==> config.mk <==
export PLATFORM = sky130hd
export DESIGN_NAME = tri_bus_ctrl
export DESIGN_NICKNAME = d
export VERILOG_FILES = /design/src/rtl/tri_bus_pkg.sv /design/src/rtl/tri_bus_rr_arb.sv /design/src/rtl/tri_bus_ctrl.sv
export SDC_FILE = /design/constraint.sdc
export NUM_CORES = 1
export LEC_CHECK = 0
export ABC_CLOCK_PERIOD_IN_PS = 2400
export BUFFER_PORTS_ARGS = -buffer_cell sky130_fd_sc_hd__buf_2
export CAP_MARGIN = 20
export CELL_PAD_IN_SITES_DETAIL_PLACEMENT = 0
export CELL_PAD_IN_SITES_GLOBAL_PLACEMENT = 1
export CORE_MARGIN = 2
export CORE_UTILIZATION = 35
export DETAILED_ROUTE_END_ITERATION = 8
export GPL_TIMING_DRIVEN = 0
export PLACE_DENSITY = 0.72
export SETUP_SLACK_MARGIN = 0.4
export SYNTH_ARGS = -nofsm -noshare
export SYNTH_HDL_FRONTEND = slang
export SYNTH_SLANG_ARGS = --single-unit
==> constraint.sdc <==
create_clock -name clk -period 2.4 [get_ports clk]
set_clock_uncertainty 0.05 [all_clocks]
set_input_delay 0 -clock clk [delete_from_list [all_inputs] [get_ports clk]]
set_output_delay 0 -clock clk [all_outputs]
set_load 0.02 [all_outputs]
==> src/rtl/tri_bus_pkg.sv <==
// Shared types and width helpers for the tri-state bus controller.
// Optional 4-state sampling checks are enabled by defining TRI_BUS_XZ_CHECK_EN.
package tri_bus_pkg;

   typedef enum logic [1:0] {
      IDLE   = 2'd0,
      GRANT  = 2'd1,
      SAMPLE = 2'd2,
      DEAD   = 2'd3
   } state_t;

   // Width of a driver index; a single-bit index is the floor.
   function automatic int id_width(input int n);
      if (n <= 1) begin
         return 1;
      end else begin
         return $clog2(n);
      end
   endfunction

   // Width of the shared settle/dead down-counter; it holds at most max-1.
   function automatic int cnt_width(input int settle, input int dead);
      int m;
      m = (settle > dead) ? settle : dead;
      if (m <= 2) begin
         return 1;
      end else begin
         return $clog2(m);
      end
   endfunction

endpackage

==> src/rtl/tri_bus_rr_arb.sv <==
// Combinational round-robin priority select: picks the first requester at
// or above ptr, wrapping modulo N_DRV. Produces a one-hot grant and its index.
module tri_bus_rr_arb
   import tri_bus_pkg::*;
#(
   parameter int N_DRV = 3,
   parameter int IW    = id_width(N_DRV)
) (
   input  logic [N_DRV-1:0] req,
   input  logic [IW-1:0]    ptr,
   output logic [N_DRV-1:0] gnt,
   output logic [IW-1:0]    idx,
   output logic             any
);

   logic [2*N_DRV-1:0] dbl_s;
   logic [N_DRV-1:0]   rot_s;
   logic [IW-1:0]      off_s;
   logic [IW:0]        sum_s;

   // Rotate requests so the pointer position sits at bit 0, then find the
   // lowest set offset and map it back to an absolute driver index.
   always_comb begin
      dbl_s = {req, req} >> ptr;
      rot_s = dbl_s[N_DRV-1:0];
      off_s = {IW{1'b0}};
      any   = |req;
      for (int i = N_DRV - 1; i >= 0; i--) begin
         if (rot_s[i]) begin
            off_s = IW'(i);
         end else begin
            off_s = off_s;
         end
      end
      sum_s = {1'b0, ptr} + {1'b0, off_s};
      if (sum_s >= (IW+1)'(N_DRV)) begin
         sum_s = sum_s - (IW+1)'(N_DRV);
      end else begin
         sum_s = sum_s;
      end
      idx = sum_s[IW-1:0];
      gnt = {N_DRV{1'b0}};
      for (int j = 0; j < N_DRV; j++) begin
         gnt[j] = any && (idx == IW'(j));
      end
   end

endmodule

==> src/rtl/tri_bus_ctrl.sv <==
// Round-robin grant controller and sampler for a shared tri-state net.
// Raises one driver enable, waits SETTLE_CYC cycles, samples the net, then
// holds all enables low for a break-before-make interval.
// Define TRI_BUS_XZ_CHECK_EN to flag floating (Z) or contended (X) samples.
module tri_bus_ctrl
   import tri_bus_pkg::*;
#(
   parameter int N_DRV      = 3,
   parameter int SETTLE_CYC = 2,
   parameter int DEAD_CYC   = 1
) (
   input  logic                        clk,
   input  logic                        rst_n,
   input  logic [N_DRV-1:0]            req,
   input  logic                        bus_in,
   input  logic                        clr_err,
   output logic [N_DRV-1:0]            en,
   output logic [id_width(N_DRV)-1:0]  grant_id,
   output logic                        data_out,
   output logic                        data_valid,
   output logic                        busy,
   output logic                        float_err,
   output logic                        contention_err
);

   localparam int IW = id_width(N_DRV);
   localparam int CW = cnt_width(SETTLE_CYC, DEAD_CYC);

   state_t            state_r, state_s;
   logic [CW-1:0]     cnt_r, cnt_s;
   logic [N_DRV-1:0]  en_r, en_s;
   logic [IW-1:0]     grant_id_r, grant_id_s;
   logic [IW-1:0]     ptr_r, ptr_s;
   logic              data_out_r, data_out_s;
   logic              data_valid_r, data_valid_s;
   logic              busy_r, busy_s;
   logic              float_r, float_s;
   logic              cont_r, cont_s;
   logic              float_set_s, cont_set_s;

   logic [N_DRV-1:0]  arb_gnt_s;
   logic [IW-1:0]     arb_idx_s;
   logic              arb_any_s;

   tri_bus_rr_arb #(
      .N_DRV (N_DRV),
      .IW    (IW)
   ) u_arb (
      .req (req),
      .ptr (ptr_r),
      .gnt (arb_gnt_s),
      .idx (arb_idx_s),
      .any (arb_any_s)
   );

   // Next-state and next-output logic for the grant/settle/sample/dead cycle.
   always_comb begin
      state_s      = state_r;
      cnt_s        = cnt_r;
      en_s         = en_r;
      grant_id_s   = grant_id_r;
      ptr_s        = ptr_r;
      data_out_s   = data_out_r;
      data_valid_s = 1'b0;
      case (state_r)
         IDLE: begin
            if (arb_any_s) begin
               en_s       = arb_gnt_s;
               grant_id_s = arb_idx_s;
               cnt_s      = CW'(SETTLE_CYC - 1);
               state_s    = GRANT;
            end else begin
               en_s    = {N_DRV{1'b0}};
               state_s = IDLE;
            end
         end
         GRANT: begin
            if (cnt_r == {CW{1'b0}}) begin
               data_out_s   = bus_in;
               data_valid_s = 1'b1;
               en_s         = {N_DRV{1'b0}};
               state_s      = SAMPLE;
               if (grant_id_r == IW'(N_DRV - 1)) begin
                  ptr_s = {IW{1'b0}};
               end else begin
                  ptr_s = grant_id_r + IW'(1);
               end
            end else begin
               cnt_s = cnt_r - CW'(1);
            end
         end
         SAMPLE: begin
            en_s = {N_DRV{1'b0}};
            if (DEAD_CYC == 0) begin
               state_s = IDLE;
            end else begin
               cnt_s   = CW'(DEAD_CYC - 1);
               state_s = DEAD;
            end
         end
         DEAD: begin
            en_s = {N_DRV{1'b0}};
            if (cnt_r == {CW{1'b0}}) begin
               state_s = IDLE;
            end else begin
               cnt_s = cnt_r - CW'(1);
            end
         end
         default: begin
            en_s    = {N_DRV{1'b0}};
            state_s = IDLE;
         end
      endcase
      busy_s = (state_s != IDLE);
   end

   // Error flag update: a new error at the sample edge wins over clr_err.
   always_comb begin
`ifdef TRI_BUS_XZ_CHECK_EN
      float_set_s = (state_r == GRANT) && (cnt_r == {CW{1'b0}}) && (bus_in === 1'bz);
      cont_set_s  = (state_r == GRANT) && (cnt_r == {CW{1'b0}}) && (bus_in === 1'bx);
`else
      float_set_s = 1'b0;
      cont_set_s  = 1'b0;
`endif
      if (float_set_s) begin
         float_s = 1'b1;
      end else if (clr_err) begin
         float_s = 1'b0;
      end else begin
         float_s = float_r;
      end
      if (cont_set_s) begin
         cont_s = 1'b1;
      end else if (clr_err) begin
         cont_s = 1'b0;
      end else begin
         cont_s = cont_r;
      end
   end

   // State and output registers; async reset drops the enables at once.
   always_ff @(posedge clk or negedge rst_n) begin
      if (!rst_n) begin
         state_r      <= IDLE;
         cnt_r        <= {CW{1'b0}};
         en_r         <= {N_DRV{1'b0}};
         grant_id_r   <= {IW{1'b0}};
         ptr_r        <= {IW{1'b0}};
         data_out_r   <= 1'b0;
         data_valid_r <= 1'b0;
         busy_r       <= 1'b0;
         float_r      <= 1'b0;
         cont_r       <= 1'b0;
      end else begin
         state_r      <= state_s;
         cnt_r        <= cnt_s;
         en_r         <= en_s;
         grant_id_r   <= grant_id_s;
         ptr_r        <= ptr_s;
         data_out_r   <= data_out_s;
         data_valid_r <= data_valid_s;
         busy_r       <= busy_s;
         float_r      <= float_s;
         cont_r       <= cont_s;
      end
   end

   assign en             = en_r;
   assign grant_id       = grant_id_r;
   assign data_out       = data_out_r;
   assign data_valid     = data_valid_r;
   assign busy           = busy_r;
   assign float_err      = float_r;
   assign contention_err = cont_r;

endmodule

* Word level (Yosys, flattened, before mapping)
Index checks and enable logic that the tools add are counted.
** Cells by class
- Add/sub/neg operators :: 4
- $mul :: 0
- Div/mod/pow operators :: 0
- $lt $le $gt $ge :: 1
- Equal/unequal tests :: 8
- Shift operators :: 1
- Muxes and demuxes :: 17
- Bitwise operators :: 1
- Reductions and logical operators :: 11
** Operators with widths (number)
- 2-bit two-way mux :: 7
- 3-bit one-hot mux with 3 select lines :: 1
- 2-bit equality test, second input constant :: 4
- 2-bit one-hot mux with 4 select lines :: 1
- 3-bit two-way mux :: 2
- 6-bit by 2-bit right shift with 3-bit output :: 1
- 1-bit two-way mux :: 5
- 2-bit by 1-bit equality test with 1-bit output, second input constant :: 2
- 2-bit zero test :: 2
- 2-bit != test, second input constant :: 2
- 2-bit AND reduction :: 2
- 2-bit OR reduction :: 2
- 2-bit by 2-bit adder with 3-bit output :: 1
- 3-bit by 2-bit >= comparator with 1-bit output, second input constant :: 1
- 1-bit logical AND :: 3
- 1-bit one-hot mux with 3 select lines :: 1
- 3-bit OR reduction :: 1
- 2-bit by 1-bit adder with 2-bit output, second input constant :: 1
- 2-bit nonzero test :: 1
- 2-bit subtractor, second input constant :: 1
- 1-bit NOT :: 1
- 1-bit subtractor, second input constant :: 1
** Word-level totals
- Bits in registers :: 13
- Bits in latches :: 0
- RAM bits :: 0
- Bits in read-only memories :: 0
- Memories :: 0

* Depth between registers and ports, before layout
Gate-level depths: netlist (run 1).
- Word-level depth :: 11
- Depth in mapped cells :: 11
- Mapped depth without buffers :: 11

* Hierarchy
From an unflattened synthesis (run 1), not the netlist that was laid out.
** Unflattened totals
- Cell total of the unflattened synthesis :: 71
- Area, all modules :: 784.5 µm²
** Modules (own cells, without submodules)
- tri_bus_ctrl :: instances 1, cells an instance 43, area an instance 549.3 µm², sequential area each 325.3 µm²
- tri_bus_rr_arb :: instances 1, cells an instance 28, area an instance 235.2 µm², sequential area each 0.0 µm²

* Worst setup path after synthesis (run 1)
No wires, ideal clock.
- Path type :: register -> register
- Start :: register ptr_r[1]
- End :: register en_r[1] (netlist: en[1])
- Setup time :: 0.122 ns
- Data arrival time :: 2.376 ns
- Setup slack :: -0.148 ns
- Stages on the path, launching flop included :: 10
- Path through :: dfrtp_1 -> or4bb_1 -> o21ai_0 -> a2bb2oi_1 -> fa_1 -> inv_1 -> ha_1 -> nor3b_1 -> o2bb2ai_1 -> a32o_1
** Between the ends
- Longest elaborated chain between the ends :: 11
** Ends and longest elaborated chain
- start: declaration :: line tri_bus_ctrl.sv:33 : logic [IW-1:0] ptr_r, ptr_s;
- start signal: assignment :: line tri_bus_ctrl.sv:149 : ptr_r <= {IW{1'b0}};
- start signal: assignment :: line tri_bus_ctrl.sv:160 : ptr_r <= ptr_s;
- 6-bit by 2-bit right shift with 3-bit output :: line tri_bus_rr_arb.sv:24 : dbl_s = {req, req} >> ptr;
- 2-bit two-way mux (3 in series) :: line tri_bus_rr_arb.sv:29 : if (rot_s[i]) begin
- 2-bit by 2-bit adder with 3-bit output * :: line tri_bus_rr_arb.sv:35 : sum_s = {1'b0, ptr} + {1'b0, off_s};
- 3-bit by 2-bit >= comparator with 1-bit output / 2-bit subtractor (equally long branches) :: line tri_bus_rr_arb.sv:36, tri_bus_rr_arb.sv:37
- 2-bit two-way mux * :: line tri_bus_rr_arb.sv:36 : if (sum_s >= (IW+1)'(N_DRV)) begin
- 2-bit by 1-bit equality test with 1-bit output * :: line tri_bus_rr_arb.sv:44 : gnt[j] = any && (idx == IW'(j));
- 1-bit logical AND * :: line tri_bus_rr_arb.sv:44
- 3-bit two-way mux * :: line tri_bus_ctrl.sv:67 : if (arb_any_s) begin
- 3-bit one-hot mux with 3 select lines * :: line tri_bus_ctrl.sv:65 : case (state_r)
- end signal: assignment :: line tri_bus_ctrl.sv:147 : en_r <= {N_DRV{1'b0}};
- end signal: assignment :: line tri_bus_ctrl.sv:158 : en_r <= en_s;
- end: declaration :: line tri_bus_ctrl.sv:31 : logic [N_DRV-1:0] en_r, en_s;
Every way passes the cells marked *; elsewhere a longest branch is shown, timed or not.
A chain may end at the register's enable or synchronous reset.

* Worst setup path after layout (run 1)
- Start :: register ptr_r[0]
- End :: register grant_id_r[1] (netlist: grant_id[1])
** Between the ends
- Longest elaborated chain between the ends :: 7
** Ends and longest elaborated chain
- 6-bit by 2-bit right shift with 3-bit output :: line tri_bus_rr_arb.sv:24
- 2-bit two-way mux (3 in series) :: line tri_bus_rr_arb.sv:29
- 2-bit by 2-bit adder with 3-bit output * :: line tri_bus_rr_arb.sv:35
- 3-bit by 2-bit >= comparator with 1-bit output / 2-bit subtractor (equally long branches) :: line tri_bus_rr_arb.sv:36, tri_bus_rr_arb.sv:37
- 2-bit two-way mux * :: line tri_bus_rr_arb.sv:36
- end signal: assignment :: line tri_bus_ctrl.sv:148 : grant_id_r <= {IW{1'b0}};
- end signal: assignment :: line tri_bus_ctrl.sv:159 : grant_id_r <= grant_id_s;
- end: declaration :: line tri_bus_ctrl.sv:32 : logic [IW-1:0] grant_id_r, grant_id_s;
Marked as above.

==> reports/qor.csv, run 1 <==
metric,value,unit
outcome,finished with violations,
failing checks,negative setup slack,
Hold Startpoint,req[1],
worst-case clock buffer depth,2,
"commonest non-fill, non-tap cell in the layout",buf_2,
sequential area share after synthesis,0.464,
DRC viols,0,
Layout area overhead,33.4,%
Syn. warnings,0,
final net count,96,
Core Area,0.00192,sq mm
total number of vias,545,
sw frac,0.416,
total power,1.40,mW
Max Slew Vio Count,0,
vias in the first global route,550,
"FF+latch count, synth",13,
Netlist cell types,32,
WS Path Type,reg2reg,
Initial Util,0.365,
Yosys top cell area share,0.464,
RR Startpoint,ptr_r[0],
Mapped Area,701,sq um
Hold/Removal Path Class,in2reg,
setup ws final,-0.156,ns
Core Rows,16,
Setup WS pre-CTS,-0.265,ns
worst-skew pair later-pin latency,0.27,ns
FF-to-FF End,grant_id[1],
Seq pwr share,0.281,
clock group share of total power,0.093,
Reg2Reg Depth,9,
Post-DP HPWL,945,microns
DR vias/cell,4.87,
die span in x,48.7,microns
Die ar.,0.00238,sq mm
cell taking the most area after synthesis,dfrtp_1,
All-Layer GR Usage,0.126,
P_sw,583,uW
Critical Path RT,2.51,ns
DR iter-0 viols,2,
Final ANT Viol Nets,0,
minimum clock period,2.56,ns
MaxCap Viol Count,0,
Top Ports,17,
Fillers,200,
# H-tree levels,1,
CTS Buf Count,3,
initial antenna violation count,0,
maximum vdd drop,0.651,mV
Mean Syn Cell Area,11.1,sq um
ANT cells,0,
GPL Wtd Cong,0.713,
P_leak,0.422,nW
CP Launch Point,ptr_r[0],
Worst Path Arrival,2.66,ns
Post-Synthesis Cells,63,
worst reg2reg setup slack,-0.16,ns
RSZ-0062 raised after global routing,yes,
Final setup viols,5,
met3 routed WL,42,microns
Layout Utilization,0.486,
crit-path max FO,5,
Tcrit/Tclk final,1.06,
global-route wire length before repair,2.33,mm
pwr/cell area,1500,mW/mm^2
DRT Pass-1 Iters,3,
Int Pwr,819,uW
met2 wire length,684,microns
worst hold stages,3,
WL/cell,11.7,microns
TritonCTS clock tree,yes,
total grt overflow,0,
"Hold Violations, Final",0,
CP endpoint kind,flop,
max layer used,met4,
most frequent cells in the layout,"13 x buf_2, 12 x dfrtp_1, 4 x buf_4",
dominant cells by area after synthesis,"dfrtp_1 46%, o2bb2ai_1 3.8%, ha_1 3.6%",
"Reg clk slew, reported paths",0.07,ns
drt total wl,1.31,mm
startpoint types,flop,
largest net degree at the start of global routing,14,
achievable frequency,0.391,GHz
port bufs,13,
clock sink count,13,
WHS Endpoint,cnt_r,
M1 wire length,580,microns
combinational power share,0.626,
root buffer cell,clkbuf_4,
Die H,48.7,microns
layout cell share with drive strength beyond 1,0.435,
worst max-delay path, stage by stage (launching register included):
cell and delay, ns:
dfrtp_2 0.44, buf_4 0.15, or3_1 0.38, a2bb2oi_2 0.14
fa_1 0.54, inv_2 0.06, ha_4 0.17, nor2b_4 0.17
a2bb2oi_2 0.09, mux2_4 0.26
worst max-delay path by stage:
stage                   to  slack, ns  cells after the start
3_3_place_gp   grant_id[1]      -0.27                     11
5_1_grt        grant_id[1]      -0.30                     11
6_report       grant_id[1]      -0.16                      9
2_1_floorplan  grant_id[1]      -0.05                     11
3_5_place_dp   grant_id[1]      -0.26                     11
4_1_cts              en[1]      -0.21                     11
cells by family (layout without fill, tap and decap cells):
kind of cell / Yosys count / count (layout) / share of synthesized area
simple gates: 19 / 19 / 0.186
compound gates: 16 / 16 / 0.175
flops: 13 / 13 / 0.464
buf+inv: 7 / 28 / 0.0482
fa+ha+maj: 3 / 3 / 0.0643
xor+xnor: 2 / 2 / 0.0250
mux: 2 / 2 / 0.0321
other cells: 1 / 2 / 0.00535
flip-flops by register name, indices dropped and copies added (netlist names):
signal,cells
data_out,1
en,3
data_valid,1
busy,1
cnt_r,1
state_r,2
ptr_r,2
grant_id,2
routing by layer:
metal / GRT usage / vias to the layer above
met2: 0.215 / 5
met1: 0.150 / 267
met4: 0.0714 / 0
li1: - / 271
met5: 0 / -
met3: 0.0185 / 2
repair_timing:
action                                 CTS  global route
pin swaps                                5             5
buffers inserted                         2             0
resized for setup                       11             4
endpoints found under the hold margin   14             0
hold buffers                             2             0
setup endpoints to repair                5             5
layout make-up:
type | instances | area (sq um) | share of cell area
Inverter | 5 | 18.8 | 0.0201
Multi-Input combinational cell | 44 | 414 | 0.443
Timing Repair Buffer | 17 | 100 | 0.107
Sequential cell | 13 | 327 | 0.349
Buffer | 2 | 15.0 | 0.0161
Clock buffer | 4 | 26.3 | 0.0281
Tap cell | 27 | 33.8 | 0.0361
cell usage after synthesis, drive strengths merged:
master,instances
a21oi,1
a2bb2oi,2
a32o,1
a41oi,1
and2,1
buf,2
conb,1
dfrtp,13
fa,1
ha,2
inv,5
mux2,2
nand2,2
nand2b,2
nand4b,1
nor2,3
nor2b,2
nor3,1
nor3b,1
nor4bb,1
o2111ai,1
o21a,2
o21ai,4
o2bb2ai,3
o31ai,1
or3,2
or3b,2
or4bb,1
xor2,2
power by group through the flow:
stage	Sequential [mW]	Combinational, mW	Clock (mW)
after CTS	0.393	0.851	0.138
after detailed placement	0.400	0.648	0
final	0.394	0.878	0.131
after floorplan	0.458	0.437	0
after global placement	0.401	0.640	0
after global routing	0.407	0.964	0.150
metrics by stage:
stage | area (sq um) | hold slack (ns) | std cells | TNS, ns
final | 935 | 0.0703 | 112 | -0.740
after global routing | 935 | 0.0771 | 112 | -1.40
after CTS | 918 | 0.0574 | 112 | -0.918
after detailed placement | 813 | -0.152 | 104 | -1.16
after global placement | 813 | -0.149 | 104 | -1.23
after floorplan | 714 | -0.346 | 64 | -0.0887
(Power assumes the default switching activity.)
==> run 2, diff against run 1 <==
MAX_ROUTING_LAYER = met4   (was not set)
PLACE_DENSITY = 0.69   (was 0.72)
==> reports/qor.csv, run 2 (synthesized netlist as in run 1, its figures left out) <==
metric,value,unit
initial antenna violation count,0,
GPL Wtd Cong,0.745,
drt total wl,1.21,mm
Die ar.,0.00238,sq mm
root buffer cell,clkbuf_4,
setup_tns,-0.556,ns
Die H,48.7,microns
maximum vdd drop,0.639,mV
final net count,97,
worst reg2reg setup slack,-0.15,ns
CP endpoint kind,flop,
Top Ports,17,
Largest register FFs,3,
Layout area overhead,32.7,%
"commonest non-fill, non-tap cell in the layout",buf_2,
largest net degree at the start of global routing,14,
All-Layer GR Usage,0.114,
CP top delay family,adder cells,
layout cell share with drive strength beyond 1,0.407,
setup ws final,-0.154,ns
CTS Buf Count,3,
WHS Endpoint,cnt_r,
port bufs,13,
total power,1.37,mW
startpoint types,flop,
MaxCap Viol Count,0,
WL/cell,10.7,microns
minimum clock period,2.55,ns
placed cells,104,
RSZ-0062 raised after global routing,yes,
clock sink count,13,
Tcrit/Tclk final,1.06,
total number of vias,533,
Core Rows,16,
Reg2Reg Depth,11,
Final ANT Viol Nets,0,
Initial Util,0.365,
slowest cell on the critical path,fa_1,
most frequent cells in the layout,"13 x buf_2, 12 x dfrtp_1, 5 x buf_4, 4 x inv_1",
worst hold stages,3,
global-route wire length before repair,2.05,mm
Post-DP HPWL,867,microns
vias in the first global route,480,
crit-path max FO,4,
worst-skew pair later-pin latency,0.26,ns
dpl cell area,813,sq um
Setup WS pre-CTS,-0.199,ns
failing checks,negative setup slack,
critical path cell sequence,nor4bb_2 > a41oi_1 > o21ai_1 > ha_1 > inv_1 > fa_1 > inv_2 > ha_4 > nor3b_4 > o2bb2ai_2 > a32o_1,
Hold Startpoint,req[1],
DRT Pass-1 Iters,2,
"Reg clk slew, reported paths",0.07,ns
P_leak,0.425,nW
Worst Path Arrival,2.66,ns
DRC viols,0,
FF-to-FF End,en[1],
Max Slew Vio Count,0,
WS Path Type,reg2reg,
pwr/cell area,1470,mW/mm^2
RR Startpoint,ptr_r[0],
CP Buf/Inv Count,2,
WHS,0.0628,ns
die span in x,48.7,microns
"Hold Violations, Final",0,
CP Launch Point,ptr_r[0],
Hold/Removal Path Class,in2reg,
worst-case clock buffer depth,2,
Critical Path RT,2.51,ns
total grt overflow,0,
outcome,finished with violations,
Post-Layout Cell Count,113,
ANT cells,0,
# H-tree levels,1,
Final setup viols,5,
"slowest stage delay, CP",0.54,ns
Core Area,0.00192,sq mm
Finished Cell Area,930,sq um
achievable frequency,0.392,GHz
DR vias/cell,4.72,
Layout Utilization,0.484,
DR iter-0 viols,5,
TritonCTS clock tree,yes,
## run 2: changes by cell type in the layout (fill, tap and decap cells not counted), sizes merged
cell / previous run / this run
buf: 17 / 18
## run 2: worst max-delay path by stage
stage	endpoint	slack (ns)	cells past startpoint
2_1_floorplan	grant_id[1]	-0.05	11
3_3_place_gp	grant_id[1]	-0.24	11
3_5_place_dp	grant_id[1]	-0.20	11
4_1_cts	en[1]	-0.13	11
5_1_grt	en[1]	-0.28	11
6_report	en[1]	-0.15	11
## run 2: metal layers
metal,wire (microns),part of all wire,GRT usage,vias to the layer above
met5,0,0,-,-
met4,14,0.012,0.0571,0
met3,25,0.021,0.0278,2
met2,643,0.53,0.169,4
met1,527,0.44,0.146,255
li1,-,-,-,272
## run 2: what timing repair did
action                                  in CTS  in global routing
gates resized for setup                      2                  9
pin swaps                                    1                  6
endpoints found under the setup margin       5                  5
buffers inserted                             2                  1
hold endpoints to repair                    14                  0
hold buffers                                 2                  0
## run 2: tightest hold or removal path, cell delays in order
cell and delay (ns):
buf_2 0.10, or3_4 0.14, o21a_1 0.10
## run 2: power breakdown
part / switching [mW] / leakage, nW / internal, mW / total, mW
logic: 0.427 / 0.250 / 0.424 / 0.851
registers: 0.0739 / 0.160 / 0.318 / 0.392
clock network: 0.0638 / 0.0150 / 0.0642 / 0.128
total: 0.565 / 0.425 / 0.807 / 1.37
## run 2: area by class of cell
| cell class | count | area, sq um |
|---|---|---|
| Fill cell | 203 | 992 |
| Multi-Input combinational cell | 44 | 402 |
| Sequential cell | 13 | 327 |
| Timing Repair Buffer | 18 | 108 |
| Tap cell | 27 | 33.8 |
| Clock buffer | 4 | 26.3 |
| Inverter | 5 | 18.8 |
| Buffer | 2 | 15.0 |
==> run 3, diff against run 2 <==
--- a/config.mk
+++ b/config.mk
@@ -15,3 +15,3 @@
 export DETAILED_ROUTE_END_ITERATION = 8
-export GPL_TIMING_DRIVEN = 0
+export GPL_TIMING_DRIVEN = 1
 export MAX_ROUTING_LAYER = met4
==> constraint.sdc (replaced) <==
create_clock -name clk -period 2.4 [get_ports clk]
set_clock_uncertainty 0.05 [all_clocks]
set_input_delay 0.24 -clock clk [delete_from_list [all_inputs] [get_ports clk]]
set_output_delay 0.24 -clock clk [all_outputs]
set_load 0.02 [all_outputs]
==> reports/qor.csv, run 3 (synthesized netlist as in run 1, its figures left out) <==
metric,value,unit
root buffer cell,clkbuf_4,
Initial Util,0.365,
Finished Cell Area,926,sq um
achievable frequency,0.392,GHz
MaxCap Viol Count,0,
DRT Pass-1 Iters,3,
RR Startpoint,ptr_r[0],
Core Area,0.00192,sq mm
Hold/Removal Path Class,in2reg,
Fillers,196,
FF-to-FF End,grant_id[1],
Die H,48.7,microns
clock group share of total power,0.090,
startpoint types,flop,
Hold Startpoint,bus_in,
total number of vias,542,
ANT cells,0,
# H-tree levels,1,
CTS Buf Count,3,
worst hold stages,2,
drt total wl,1.21,mm
combinational power share,0.631,
die span in x,48.7,microns
CP Launch Point,ptr_r[0],
sw frac,0.406,
worst-skew pair later-pin latency,0.27,ns
placed cells,107,
global-route wire length before repair,2.19,mm
critical path cell sequence,nor4bb_1 > a41oi_1 > o21ai_1 > ha_2 > inv_2 > fa_1 > inv_2 > ha_4 > nor3b_4 > a2bb2oi_2 > mux2_4,
WL/cell,10.7,microns
Reg2Reg Depth,11,
GPL Wtd Cong,0.755,
Multi-input gate area,402,sq um
"most used cell, CP",inv_2,
Int Pwr,840,uW
layout cell share with drive strength beyond 1,0.419,
Layout area overhead,32.1,%
outcome,finished with violations,
CP top delay family,adder cells,
Seq pwr share,0.278,
worst-case clock buffer depth,2,
minimum clock period,2.55,ns
vias in the first global route,529,
crit-path max FO,5,
Worst Path Arrival,2.71,ns
TritonCTS clock tree,yes,
Final setup viols,5,
DR iter-0 viols,5,
clock sink count,13,
pwr/cell area,1530,mW/mm^2
Final ANT Viol Nets,0,
Largest register FFs,3,
setup ws final,-0.154,ns
Tcrit/Tclk final,1.06,
Core Rows,16,
DR vias/cell,4.80,
Max Slew Vio Count,0,
most frequent cells in the layout,"13 x dfrtp_1, 13 x buf_2, 6 x buf_4",
total grt overflow,0,
"Reg clk slew, reported paths",0.07,ns
Post-Layout Cell Count,113,
total power,1.41,mW
maximum vdd drop,0.659,mV
CP Buf/Inv Count,2,
slowest cell on the critical path,fa_1,
largest net degree at the start of global routing,14,
worst reg2reg setup slack,-0.15,ns
final net count,97,
P_sw,574,uW
P_leak,0.425,nW
All-Layer GR Usage,0.120,
dpl cell area,836,sq um
Post-DP HPWL,932,microns
WS Path Type,reg2reg,
CP endpoint kind,flop,
"Hold Violations, Final",0,
initial antenna violation count,0,
port bufs,13,
WHS Endpoint,data_out,
setup_tns,-0.631,ns
DRC viols,0,
failing checks,negative setup slack,
Top Ports,17,
Critical Path RT,2.56,ns
"slowest stage delay, CP",0.54,ns
Sequential cell area,325,sq um
RSZ-0062 raised after global routing,yes,
Die ar.,0.00238,sq mm
run 3: stage by stage:
step,worst slack [ns],utilization,hold WS (ns)
2_1_floorplan,-0.0482,-,-0.106
3_3_place_gp,-0.141,0.435,0.0928
3_5_place_dp,-0.135,0.435,0.0931
4_1_cts,-0.147,0.471,0.149
5_1_grt,-0.306,0.482,0.142
6_report,-0.154,0.482,0.153
run 3: final cells by class:
type | count | area share
timing repair buffer | 20 | 0.130
tap | 27 | 0.0365
inverter | 5 | 0.0203
sequential | 13 | 0.351
multi-input combinational | 44 | 0.434
clock buffer | 4 | 0.0284
run 3: power groups by stage:
stage               sequential, mW  combinational, mW  clock [mW]
finish                       0.394              0.892       0.128
global placement             0.397              0.684           0
detailed placement           0.397              0.691           0
global route                 0.411              0.965       0.150
floorplan                    0.458              0.437           0
CTS                          0.393              0.832       0.135
run 3: how the worst max path moves through the flow:
stage                             end  slack, ns  cells past startpoint
after global placement    grant_id[1]      -0.14                     11
after floorplan           grant_id[1]      -0.05                     11
after detailed placement  grant_id[1]      -0.14                      9
after global routing      grant_id[1]      -0.31                     11
final                     grant_id[1]      -0.15                     11
after CTS                       en[1]      -0.15                      9
run 3: repair_timing:
item,CTS,global route
resized for setup,6,6
pin swaps,4,6
endpoints found under the hold margin,13,0
endpoints found under the setup margin,5,5
setup buffers,0,1
hold buffers,1,0
run 3: routing by layer:
metal  wire length [microns]  up-vias  GRT usage
met1                     530      265      0.142
met2                     649        4      0.199
met4                       6        0     0.0571
met5                       0        -          -
li1                        -      271          -
met3                      27        2     0.0216
